## src/rtl/riio_bist_pkg.sv

```systemverilog
// Shared FSM encoding and PRBS7 constants for the RIIO pad loopback BIST.
// Declarations only: no latency, no flow control.
package riio_bist_pkg;

  typedef enum logic [1:0] {
    ST_IDLE,
    ST_DRIVE,
    ST_DRAIN,
    ST_DONE
  } bist_state_e;

  localparam logic [6:0] PRBS7_SEED   = 7'h7F;
  localparam int         PRBS7_TAP_HI = 6;
  localparam int         PRBS7_TAP_LO = 5;

  // x^7 + x^6 + 1: shift left, feedback from the two top bits into bit 0
  function automatic logic [6:0] prbs7_next(input logic [6:0] state);
    return {state[5:0], state[PRBS7_TAP_HI] ^ state[PRBS7_TAP_LO]};
  endfunction

endpackage

```

## src/rtl/riio_prbs7_gen.sv

```systemverilog
// PRBS7 source: bit_o is the MSB of the current LFSR state; load wins over step.
// Latency: state updates one edge after load_i/step_i; no backpressure.
module riio_prbs7_gen
  import riio_bist_pkg::*;
(
  input  logic clk_i,
  input  logic rst_ni,
  input  logic load_i,
  input  logic step_i,
  output logic bit_o
);

  logic [6:0] r_lfsr;

  always_ff @(posedge clk_i or negedge rst_ni) begin
    if (!rst_ni) begin
      r_lfsr <= PRBS7_SEED;
    end else if (load_i) begin
      r_lfsr <= PRBS7_SEED;
    end else if (step_i) begin
      r_lfsr <= prbs7_next(r_lfsr);
    end
  end

  assign bit_o = r_lfsr[PRBS7_TAP_HI];

endmodule

```

## src/rtl/riio_pad_loopback_tester.sv

```systemverilog
// Pad loopback BIST: drives PRBS7 out of the pad, checks the returned stream after a set latency.
// Latency: done_o len+lat+1 cycles after an accepted start; start_i is ignored while busy or in DONE.
module riio_pad_loopback_tester
  import riio_bist_pkg::*;
#(
  parameter  int LEN_W   = 16,
  parameter  int ERR_W   = 16,
  parameter  int LAT_MAX = 7,
  localparam int LAT_W   = $clog2(LAT_MAX + 1)
) (
  input  logic             clk_i,
  input  logic             rst_ni,
  input  logic             start_i,
  input  logic [LEN_W-1:0] len_i,
  input  logic [LAT_W-1:0] lat_i,
  output logic             pad_out_o,
  output logic             pad_oe_o,
  input  logic             pad_in_i,
  output logic             busy_o,
  output logic             done_o,
  output logic             pass_o,
  output logic [ERR_W-1:0] err_cnt_o,
  output logic [LEN_W-1:0] first_err_idx_o
);

  bist_state_e r_state;
  bist_state_e w_state_nxt;

  logic [LEN_W-1:0]   r_len;
  logic [LEN_W-1:0]   r_tx_idx;
  logic [LEN_W-1:0]   r_rx_idx;
  logic [LEN_W-1:0]   r_first_err;
  logic [LAT_W-1:0]   r_lat;
  logic [LAT_W-1:0]   w_lat_clamp;
  logic [LAT_W-1:0]   w_tap;
  logic [ERR_W-1:0]   r_err_cnt;
  logic [ERR_W-1:0]   w_err_cnt_nxt;
  logic [LAT_MAX-1:0] r_exp_dat;
  logic [LAT_MAX-1:0] r_exp_vld;
  logic               r_pad_out;
  logic               r_pad_oe;
  logic               r_busy;
  logic               r_done;
  logic               r_pass;
  logic               w_start;
  logic               w_cmp;
  logic               w_mismatch;
  logic               w_last_tx;
  logic               w_last_rx;
  logic               w_drive_nxt;
  logic               w_prbs_bit;

  // The LFSR sits at the seed whenever not driving, so the first bit is ready on the start edge.
  riio_prbs7_gen u_prbs (
    .clk_i  (clk_i),
    .rst_ni (rst_ni),
    .load_i (~w_drive_nxt),
    .step_i (w_drive_nxt),
    .bit_o  (w_prbs_bit)
  );

  always_comb begin
    w_lat_clamp = lat_i;
    if (lat_i == '0) begin
      w_lat_clamp = LAT_W'(1);
    end else if (int'(lat_i) > LAT_MAX) begin
      w_lat_clamp = LAT_W'(LAT_MAX);
    end
  end

  // r_pad_out/r_pad_oe act as stage 0 of the delay line, so stage index lat-1 is lat cycles old.
  assign w_start     = (r_state == ST_IDLE) && start_i;
  assign w_tap       = r_lat - LAT_W'(1);
  assign w_cmp       = r_exp_vld[w_tap];
  assign w_mismatch  = w_cmp && (pad_in_i != r_exp_dat[w_tap]);
  assign w_last_tx   = (r_tx_idx == r_len - LEN_W'(1));
  assign w_last_rx   = (r_rx_idx == r_len - LEN_W'(1));
  assign w_drive_nxt = (w_state_nxt == ST_DRIVE);

  always_ff @(posedge clk_i or negedge rst_ni) begin
    if (!rst_ni) begin
      r_state <= ST_IDLE;
    end else begin
      r_state <= w_state_nxt;
    end
  end

  always_comb begin
    w_state_nxt = r_state;
    unique case (r_state)
      ST_IDLE: begin
        if (start_i) begin
          w_state_nxt = (len_i != '0) ? ST_DRIVE : ST_DONE;
        end
      end
      ST_DRIVE: begin
        if (w_last_tx) begin
          w_state_nxt = ST_DRAIN;
        end
      end
      ST_DRAIN: begin
        if (w_cmp && w_last_rx) begin
          w_state_nxt = ST_DONE;
        end
      end
      ST_DONE: begin
        w_state_nxt = ST_IDLE;
      end
      default: begin
        w_state_nxt = ST_IDLE;
      end
    endcase
  end

  always_comb begin
    w_err_cnt_nxt = r_err_cnt;
    if (w_mismatch && !(&r_err_cnt)) begin
      w_err_cnt_nxt = r_err_cnt + ERR_W'(1);
    end
  end

  always_ff @(posedge clk_i or negedge rst_ni) begin
    if (!rst_ni) begin
      r_pad_out   <= 1'b0;
      r_pad_oe    <= 1'b0;
      r_busy      <= 1'b0;
      r_done      <= 1'b0;
      r_pass      <= 1'b0;
      r_len       <= '0;
      r_lat       <= LAT_W'(1);
      r_tx_idx    <= '0;
      r_rx_idx    <= '0;
      r_err_cnt   <= '0;
      r_first_err <= '1;
      r_exp_dat   <= '0;
      r_exp_vld   <= '0;
    end else begin
      r_pad_oe  <= w_drive_nxt;
      r_pad_out <= w_drive_nxt & w_prbs_bit;
      r_busy    <= (w_state_nxt == ST_DRIVE) || (w_state_nxt == ST_DRAIN);
      r_done    <= (w_state_nxt == ST_DONE);
      r_exp_dat <= {r_exp_dat[LAT_MAX-2:0], r_pad_out};
      r_exp_vld <= {r_exp_vld[LAT_MAX-2:0], r_pad_oe};
      if (w_start) begin
        r_len       <= len_i;
        r_lat       <= w_lat_clamp;
        r_tx_idx    <= '0;
        r_rx_idx    <= '0;
        r_err_cnt   <= '0;
        r_first_err <= '1;
        r_pass      <= (len_i == '0);
        r_exp_vld   <= '0;
      end else begin
        if (r_state == ST_DRIVE) begin
          r_tx_idx <= r_tx_idx + LEN_W'(1);
        end
        if (w_cmp) begin
          r_rx_idx <= r_rx_idx + LEN_W'(1);
        end
        r_err_cnt <= w_err_cnt_nxt;
        // A saturated counter never returns to zero, so zero still means "no error seen yet".
        if (w_mismatch && (r_err_cnt == '0)) begin
          r_first_err <= r_rx_idx;
        end
        if ((r_state == ST_DRAIN) && (w_state_nxt == ST_DONE)) begin
          r_pass <= (w_err_cnt_nxt == '0);
        end
      end
    end
  end

  assign pad_out_o       = r_pad_out;
  assign pad_oe_o        = r_pad_oe;
  assign busy_o          = r_busy;
  assign done_o          = r_done;
  assign pass_o          = r_pass;
  assign err_cnt_o       = r_err_cnt;
  assign first_err_idx_o = r_first_err;

endmodule
```

## config.mk

```make
export PLATFORM = sky130hd
export DESIGN_NAME = riio_pad_loopback_tester
export DESIGN_NICKNAME = d
export VERILOG_FILES = /design/src/rtl/riio_bist_pkg.sv /design/src/rtl/riio_prbs7_gen.sv /design/src/rtl/riio_pad_loopback_tester.sv
export SDC_FILE = /design/constraint.sdc
export NUM_CORES = 1
export LEC_CHECK = 0
export CAP_MARGIN = 20
export CORE_UTILIZATION = 50
export DETAILED_ROUTE_END_ITERATION = 8
export HOLD_SLACK_MARGIN = 0.1
export PLACE_DENSITY_LB_ADDON = 0.1
export SETUP_SLACK_MARGIN = 0.15
export SLEW_MARGIN = 20
export SYNTH_ARGS = -nofsm -noshare
export SYNTH_HDL_FRONTEND = slang
export SYNTH_SLANG_ARGS = --single-unit
```

## constraint.sdc

```tcl
create_clock -name clk_i -period 4.5 [get_ports clk_i]
set_clock_uncertainty 0.2 [all_clocks]
set_input_delay 0.9 -clock clk_i [delete_from_list [all_inputs] [get_ports clk_i]]
set_output_delay 0.9 -clock clk_i [all_outputs]
set_load 0.005 [all_outputs]
```

[Yosys cells after proc, flatten, opt, wreduce, memory -nomap -nowiden]
Index checks and enable logic that the tools add are counted.
Storage, ports and cells
  register bits after elaboration: 111
  input port bits: 23
  logic and storage cells: 73
Operators by class
  eq/ne operators: 9
  multiplexer cells: 22
  add/subtract/negate cells: 5
  bitwise operators: 2
  $lt $le $gt $ge: 1
  reductions and logical operators: 19
Operators with widths (count)
  $mux 16: 8
  $add 16x1->16 const B: 3
  $logic_not 16->1: 3
  $eq 16x16->1: 2
  $reduce_and 16->1: 1
  $reduce_bool 16->1: 1
  $sub 16x1->16 const B: 1
  $mux 7: 2
  $eq 2x2->1 const B: 4
  $mux 2: 4
  $pmux 2 s4: 1
  $reduce_bool 2->1: 4
  $bmux 1 s3: 2
  $logic_and 1x1->1: 6
  $eq 2x1->1 const B: 2
  $lt 3x4->1 const B: 1
  $mux 1: 4
  $logic_not 3->1: 1
  $mux 3: 1
  $sub 3x1->3 const B: 1
  $logic_not 2->1: 1
  $and 1x1->1: 1
  $logic_not 1->1: 1
  $logic_or 1x1->1: 1
  2 further kinds: 2

[Logic depth before layout (Yosys ltp)]
  depth after elaboration: 10
  gate-level depth with buffers: 16
  mapped depth without buffers: 15

[Cells and area by module]
From an unflattened synthesis, not the netlist that was laid out.
Second synthesis, totals
  cells, all modules: 612
  area total of the unflattened synthesis: 5833.1 um^2
By module, submodules not included
  riio_pad_loopback_tester: instances 1, cells each 588, area each 5531.6 um^2
  riio_prbs7_gen: instances 1, cells each 24, area each 301.5 um^2

[Worst setup path before layout]
OpenSTA, ideal clock, no wires.
  path kind: reg-to-reg
  from: register r_lat[0]
  to: register r_pass, in the netlist pass_o
  cell stages (with the launch flop): 17
  arrival time: 3.426 ns
  library setup time: 0.076 ns
  slack: 0.797 ns
  data required time: 4.224 ns
  cell sequence: dfstp_2 -> inv_2 -> ha_1 -> buf_6 -> mux2i_1 -> a211oi_2 -> a31o_1 -> clkbuf_1 -> nand3_1 -> nor4_1 -> nand4_1 -> o31ai_1 -> ha_1 -> nand2_1 -> a2111oi_0 -> o2111ai_1 -> o21ai_1
On the way
  elaborated cells between the ends (all ways): 18
RTL lines
  start, declared: RTL line riio_pad_loopback_tester.sv:33  | logic [LAT_W-1:0] r_lat;
  start signal, assigned: RTL line riio_pad_loopback_tester.sv:146  | r_lat <= w_lat_clamp;
  $sub 3x1->3: RTL line riio_pad_loopback_tester.sv:73  | assign w_tap = r_lat - LAT_W'(1);
  $bmux 1 s3: RTL line riio_pad_loopback_tester.sv:74  | assign w_cmp = r_exp_vld[w_tap];
  $mux 1 (not written as such): RTL line riio_pad_loopback_tester.sv:74
  $logic_and 1x1->1: RTL line riio_pad_loopback_tester.sv:102  | if (w_cmp && w_last_rx) begin
  $mux 2: RTL line riio_pad_loopback_tester.sv:102
  $pmux 2 s4: RTL line riio_pad_loopback_tester.sv:90  | unique case (r_state)
  named net w_state_nxt[0]: RTL line riio_pad_loopback_tester.sv:27  | bist_state_e w_state_nxt;
  $eq 2x2->1: RTL line riio_pad_loopback_tester.sv:165  | if ((r_state == ST_DRAIN) && (w_state_nxt == ST_DONE)) begin
  $logic_and 1x1->1: RTL line riio_pad_loopback_tester.sv:165
  $reduce_bool 2->1 (no source line)
  end signal, assigned: RTL line riio_pad_loopback_tester.sv:151  | r_pass <= (len_i == '0);
  end signal, assigned: RTL line riio_pad_loopback_tester.sv:166  | r_pass <= (w_err_cnt_nxt == '0);
  end, declared: RTL line riio_pad_loopback_tester.sv:44  | logic r_pass;
The timed path passes the listed nets, and every way through them passes these cells. The select of a mux whose other input is x is not followed.
A chain may end at the register's enable or synchronous reset.

[Final worst setup path]
Ends and elaborated chain as after synthesis.

==> impl_metrics.yaml <==
outcome:
  status: "finished, final reports clean"
synthesis:
  syn_area_um2: 5880
  ys_async_sr_fraction_pct: 100
  synth-edff-count: 0
  seq_area_frac_synth_pct: 47.8
  synth_area_per_cell_um2: 9.89
  syn_nets: 625
  syn_inst: 594
  yosysWarnings: 0
  synth.lib_cells_used.distinct: 61
  synth_ff_type: "dfrtp_1"
  ys_seq_elements: 111
cells_and_area:
  final_common_cell: "nand2_1"
  syn_to_final_growth_pct: 16.8
  post-route-cell-area_um2: 6870
  multi_input_area_um2: 2930
  post-route-util_pct: 60.1
  register_area_um2: 2810
  fin_nets: 676
  final_cells: 793
  antennaDiodeCount: 0
  fillCellCount: 1009
  final_cell_mix: "nand2_1 (107), dfrtp_1 (87), clkdlybuf4s50_1 (58)"
  layout-drive-gt1-share_pct: 9.69
pwr:
  seq_power_share_pct: 52.2
  p_sw_uw: 494
  p_int_mw: 1.55
  p_per_area_nw_per_um2: 298
  peakVddDrop_mv: 0.270
  leakage_nw: 2.91
  pwr-share-comb_pct: 9.6
  swShare_pct: 24.1
  pwr-share-clk_pct: 38.2
route:
  wire_per_inst_um: 15.8
  via_per_inst: 5.54
  ant_nets: 0
  drt_iter0_markers: 169
  drc: 0
  wirelength_mm: 12.5
  dr.pass1.iters: 4
  via_count: 4394
clock_tree:
  cts_buffer_depth: 2
  clkLatencyLatePin_ns: 0.36
  clk_pin_slew_worst_paths_ns: 0.07
  cts.sinks: 111
  cts_tree: "yes"
  cts_buffers: 9
  htree_levels: 3
  cts_root_buf: "clkbuf_16"
  cts_hold_buf: 0
placed_design:
  port_buffers: 59
  place_area_um2: 6560
  dp_cells: 777
  hpwl_mm: 9.12
  place_congestion: 0.901
setup_path:
  crit_fanout: 8
  r2r-end: "pass_o"
  reg2reg_setup_slack_ns: 0.53
  setup.worst_path.start_class: "flop"
  critPathRequiredTime_ns: 4.59
  cp.arrival_ns: 4.06
  rr_startpoint: "r_lat[0]"
  worst-r2r-cell-count: 14
  cp-startpoint: "r_lat[0]"
  endpoint_kind: "flop"
  endpoint: "pass_o"
  crit_type: "reg -> reg"
floorplan:
  die_y_um: 110
  core.rowCount: 39
  die-area_um2: 12200
  io_pins: 60
  die_w_um: 110
  initial_core_util_pct: 51.5
  fp.coreArea_um2: 11400
grt:
  overflow: 0
  grt_usage_pct: 22.5
  grt_max_degree: 85
  grt_pass1_vias: 4496
  antenna_found_initial: 0
  grt_pass1_wl_mm: 21.9
timing:
  maxSlewHeadroom_pct: 34.3
  hold_viol_final: 0
  fin_crit_sh_pct: 88.2
  tightest_slew_ns: 0.982
  finalSetupViolations: 0
  period_minus_slack_ns: 3.97
  finalSetupTns_ns: 0
  holdWs_ns: 0.174
  slew_viol_final: 0
  max_freq_mhz: 252
  rsz0062_at_grt: "no"
run:
  drv_cap: 0
worst_hold_path:
  hp-class: "reg -> reg"
==> cell type report <==
cell class	instances	area share, %
Tap cell	143	2.61
Inverter	11	0.601
Multi-Input combinational cell	450	42.7
Timing Repair Buffer	62	8.95
Clock inverter	3	0.364
Clock buffer	13	3.94
Sequential cell	111	40.9
==> power groups by stage <==
| stage | Combinational [mW] | Sequential (mW) | Clock (mW) |
|---|---|---|---|
| 6_report | 0.198 | 1.07 | 0.781 |
| 5_1_grt | 0.223 | 1.07 | 0.848 |
| 4_1_cts | 0.199 | 1.07 | 0.811 |
| 3_5_place_dp | 0.198 | 1.09 | 0 |
| 3_3_place_gp | 0.192 | 1.08 | 0 |
| 2_1_floorplan | 0.0882 | 1.08 | 0 |
==> stage by stage <==
stage                     setup slack [ns]  power (mW)
after CTS                            0.273        2.08
after global routing                 0.185        2.15
after detailed placement             0.320        1.29
after global placement               0.588        1.28
after floorplan                      0.797        1.17
final                                0.529        2.05
==> Yosys cell counts (all sizes together), types with 2 or more instances <==
cell,n,area share [%]
a211oi,3,0.55
a21o,2,0.26
a21oi,8,0.68
and2,10,1.1
and3,8,0.85
and4,2,0.30
buf,5,0.72
clkbuf,17,1.1
dfrtp,87,37
dfstp,24,11
ha,8,1.7
inv,11,0.70
mux2,3,0.70
mux2i,25,4.3
nand2,107,6.8
nand2b,8,0.85
nand3,26,2.2
nand3b,2,0.26
nand4,15,1.6
nor2,46,2.9
nor3,12,1.2
nor3b,2,0.26
nor4,15,1.9
nor4b,5,1.1
o2111ai,2,0.30
o211ai,6,0.77
o21a,3,0.38
o21ai,27,2.3
o31ai,4,0.51
or2,2,0.21
or3,7,0.83
or4,2,0.26
xnor2,36,5.4
xnor3,5,1.9
xor2,33,4.9
==> timing repair <==
item,in CTS,in global routing
endpoints found under the setup margin,0,2
resized for setup,0,3
buffers inserted,0,0
==> how the worst min path moves through the flow <==
stage	from	end	cells after the start
after floorplan	r_exp_dat[0]	r_exp_dat[1]	0
after global placement	pad_out_o	r_exp_dat[0]	0
after detailed placement	r_exp_dat[3]	r_exp_dat[4]	0
after CTS	r_exp_dat[3]	r_exp_dat[4]	0
after global routing	pad_out_o	r_exp_dat[0]	0
final	pad_out_o	r_exp_dat[0]	0
==> kinds of logic after synthesis <==
| kind of cell | count (synthesis) | share of synthesized area (%) |
|---|---|---|
| AOI/OAI and AO/OA | 66 | 7.47 |
| xor gates and xnor gates | 74 | 12.2 |
| adders and majority gates | 8 | 1.70 |
| buffers and inverters | 33 | 2.51 |
| DFF | 111 | 47.8 |
| muxes | 28 | 4.96 |
| and+or+nand+nor | 274 | 23.4 |
==> critical path, stage by stage (launching register included) <==
cell and delay (ns):
dfstp_2 0.62, inv_2 0.11, ha_2 0.45, mux2i_1 0.13, a211oi_2 0.32, a31o_2 0.27, nand3_1 0.09, nor4_1 0.31
nand4_1 0.16, o31ai_2 0.28, ha_1 0.23, nand2_1 0.07, a2111oi_0 0.34, o2111ai_1 0.17, o21ai_1 0.15
==> layer usage <==
layer	part of all wire (%)	global-route usage (%)
met5	0	0
met4	2.9	10.3
met2	47	35.8
met1	46	29.5
met3	4.1	4.88
==> flip-flops by register name, summed over array words and instances (netlist names), 2 cells and up <==
| register | flops |
|---|---|
| first_err_idx_o | 16 |
| r_state | 2 |
| r_len | 16 |
| r_rx_idx | 16 |
| r_tx_idx | 16 |
| u_prbs.r_lfsr | 7 |
| r_exp_dat | 7 |
| r_lat | 3 |
| r_exp_vld | 7 |
| err_cnt_o | 16 |
(Power assumes the default switching activity.)
==> edit: new RTL, config.mk and constraints unchanged <==
Take the reset off `r_exp_dat` and load it in a clocked block of its own.
--- a/src/rtl/riio_pad_loopback_tester.sv
+++ b/src/rtl/riio_pad_loopback_tester.sv
@@ -132,14 +132,12 @@
       r_rx_idx    <= '0;
       r_err_cnt   <= '0;
       r_first_err <= '1;
-      r_exp_dat   <= '0;
       r_exp_vld   <= '0;
     end else begin
       r_pad_oe  <= w_drive_nxt;
       r_pad_out <= w_drive_nxt & w_prbs_bit;
       r_busy    <= (w_state_nxt == ST_DRIVE) || (w_state_nxt == ST_DRAIN);
       r_done    <= (w_state_nxt == ST_DONE);
-      r_exp_dat <= {r_exp_dat[LAT_MAX-2:0], r_pad_out};
       r_exp_vld <= {r_exp_vld[LAT_MAX-2:0], r_pad_oe};
       if (w_start) begin
         r_len       <= len_i;
@@ -169,6 +167,10 @@
     end
   end
 
+  always_ff @(posedge clk_i) begin
+    r_exp_dat <= {r_exp_dat[LAT_MAX-2:0], r_pad_out};
+  end
+
   assign pad_out_o       = r_pad_out;
   assign pad_oe_o        = r_pad_oe;
   assign busy_o          = r_busy;
Formal check against the unedited RTL: same outputs for any inputs over 10 cycles, from zero or initial values and one cycle with rst_ni low; that may be too few to reach the edited logic, so the function may still have changed.
==> edit against the original RTL <==
Total power grew 0.15%. Worst setup slack lost 0.14 ns. Sequential cell count did not move. Count of clock-buffer cells in the layout stayed put. Critical path depth unchanged. First-iteration DRC count up 29%. Cell area decreased by 0.56%. Area after synthesis decreased by 0.60%. Non-clock buffer count rose by 1. Routed wire length up 3.5%. Critical path type unchanged.
==> edit: results (changes against the original RTL) <==
| Metric | Value |
|---|---|
| Clock slew at reported path FFs | `0.07 ns (about the same)` |
| Clock Latency Late Sink | `0.36 ns (about the same)` |
| Total track usage | `23.0% (was 22.5%)` |
| Min Hold Slack | `0.154 ns (was 0.174 ns)` |
| Filler Cell Count | `1,032 (was 1,009)` |
| Vias per cell | `5.67 (was 5.54)` |
| Placed Area | `0.00653 sq mm (was 0.00656 sq mm)` |
| Syn_area_per_cell | `9.83 sq um (was 9.89 sq um)` |
| R2r worst-path depth | `14 (unchanged)` |
| Layout Nets | `677 (was 676)` |
| Synth unique cells | `62 (was 61)` |
| Clock Path Buffers | `2 (unchanged)` |
| GP Congestion | `0.921 (was 0.901)` |
| DRT Pass-1 Iters | `5 (was 4)` |
| Largest net degree at the start of global routing | `79 (was 85)` |
| Register area share after synthesis | `47.5% (was 47.8%)` |
| TritonCTS buffer count | `9 (unchanged)` |
| Number of global-route vias before repair | `4,329 (was 4,496)` |
| DRT iter0 DRCs | `218 (was 169)` |
| Synth Net Count | `625 (unchanged)` |
| Worst hold-check path type | `flip-flop to flip-flop (unchanged)` |
| Leakage power | `2.90 nW (was 2.91 nW)` |
| Top cells by area, synth | `dfrtp_1 34%, dfstp_2 11%, nand2_1 6.9% (was dfrtp_1 37%, dfstp_2 11%, nand2_1 6.8%)` |
| FFs w/ async S/R, synth | `93.7% (was 100%)` |
| Status | `complete, no violations (unchanged)` |
| Most common library cells after synthesis | `107 x nand2_1, 80 x dfrtp_1, 46 x nor2_1 (was 107 x nand2_1, 87 x dfrtp_1, 46 x nor2_1)` |
| Final critical-path setup slack | `0.386 ns (was 0.529 ns)` |
| Crit path max-delay family | `compound AO/OA/AOI/OAI gates (unchanged)` |
| Drt total wl | `13,000 um (was 12,500 um)` |
| Cell Count, Final, Fillers Out | `794 (was 793)` |
| Dpl hpwl | `9190 um (was 9120 um)` |
| Peak supply drop | `0.000274 V (was 0.000270 V)` |
| Synth warn | `0 (unchanged)` |
| Slew @ Worst Pin | `0.970 ns (was 0.982 ns)` |
| ANT cells | `0 (unchanged)` |
| Initial antenna violation count | `0 (unchanged)` |
| H-tree levels | `3 (unchanged)` |
| Max-cap violations | `0 (unchanged)` |
| Post-CTS Setup Inserts | `0 (unchanged)` |
| Placed insts | `778 (was 777)` |
| First-pass GRT wire length | `21,300 um (was 21,900 um)` |
| Root buf cell | `clkbuf_16 (unchanged)` |
| CP arrival | `4.20 ns (was 4.06 ns)` |
| Port buffer count | `59 (unchanged)` |
| Worst Hold Depth | `0 (unchanged)` |
| Layout cell share with drive strength beyond 1 | `9.37% (was 9.69%)` |
| DP Worst Slack | `0.382 ns (was 0.320 ns)` |
| Slowest cell on crit path | `dfstp_2 (unchanged)` |
| Main flop type after synthesis | `dfrtp_1 (unchanged)` |
| Slowest stage delay, CP | `0.62 ns (about the same)` |
| Maximum fanout along the worst path | `8 (unchanged)` |
[edit: cell count changes after synthesis, sizes merged]
cell / before / now
dfxtp: 0 / 7
dfrtp: 87 / 80
[edit: kinds of logic (layout without fill, tap and decap cells)]
logic type | Yosys count | in the layout | synth area share [%]
multiplexers | 28 | 28 | 4.99
AO/OA/AOI/OAI | 66 | 66 | 7.52
adder cells (fa/ha/maj) | 8 | 8 | 1.71
flip-flops | 111 | 111 | 47.5
XOR/XNOR | 74 | 74 | 12.3
AND/OR/NAND/NOR | 274 | 274 | 23.5
buffers and inverters | 33 | 90 | 2.53
[edit: worst paths after layout]
kind	end	start
min in group asynchronous	pad_oe_o	rst_ni
max in group asynchronous	u_prbs.r_lfsr[2]	rst_ni
hold reg to reg	r_exp_dat[5]	r_exp_dat[4]
setup reg to reg	pass_o	r_lat[0]
hold / removal	r_exp_dat[5]	r_exp_dat[4]
setup / recovery	pass_o	r_lat[0]
[edit: area by class of cell]
class / instances / area (sq um) / area share, %
repair buffers: 63 / 622 / 9.11
clock inverters: 3 / 26.3 / 0.385
multi-input cells: 450 / 2930 / 42.9
flip-flops and latches: 111 / 2770 / 40.6
well taps: 143 / 179 / 2.62
clock buffers: 13 / 260 / 3.81
inverters: 11 / 41.3 / 0.605
[edit: report_power, final]
group / switching (mW) / internal (mW)
Sequential: 0.0462 / 1.02
Combinational: 0.0935 / 0.107
Clock: 0.370 / 0.412
Total: 0.510 / 1.54
[edit: repair_timing]
item / 4_1_cts / 5_1_grt
setup endpoints to repair: 0 / 1
gates resized for setup: 0 / 1
hold buffers: 0 / 0
[edit: routing by layer]
layer	wire, um	vias to the layer above	track usage, %
met5	0	-	0
met4	319	0	10.3
met3	483	26	4.35
met2	6190	116	38.2
met1	5970	2194	29.3
li1	-	2169	-
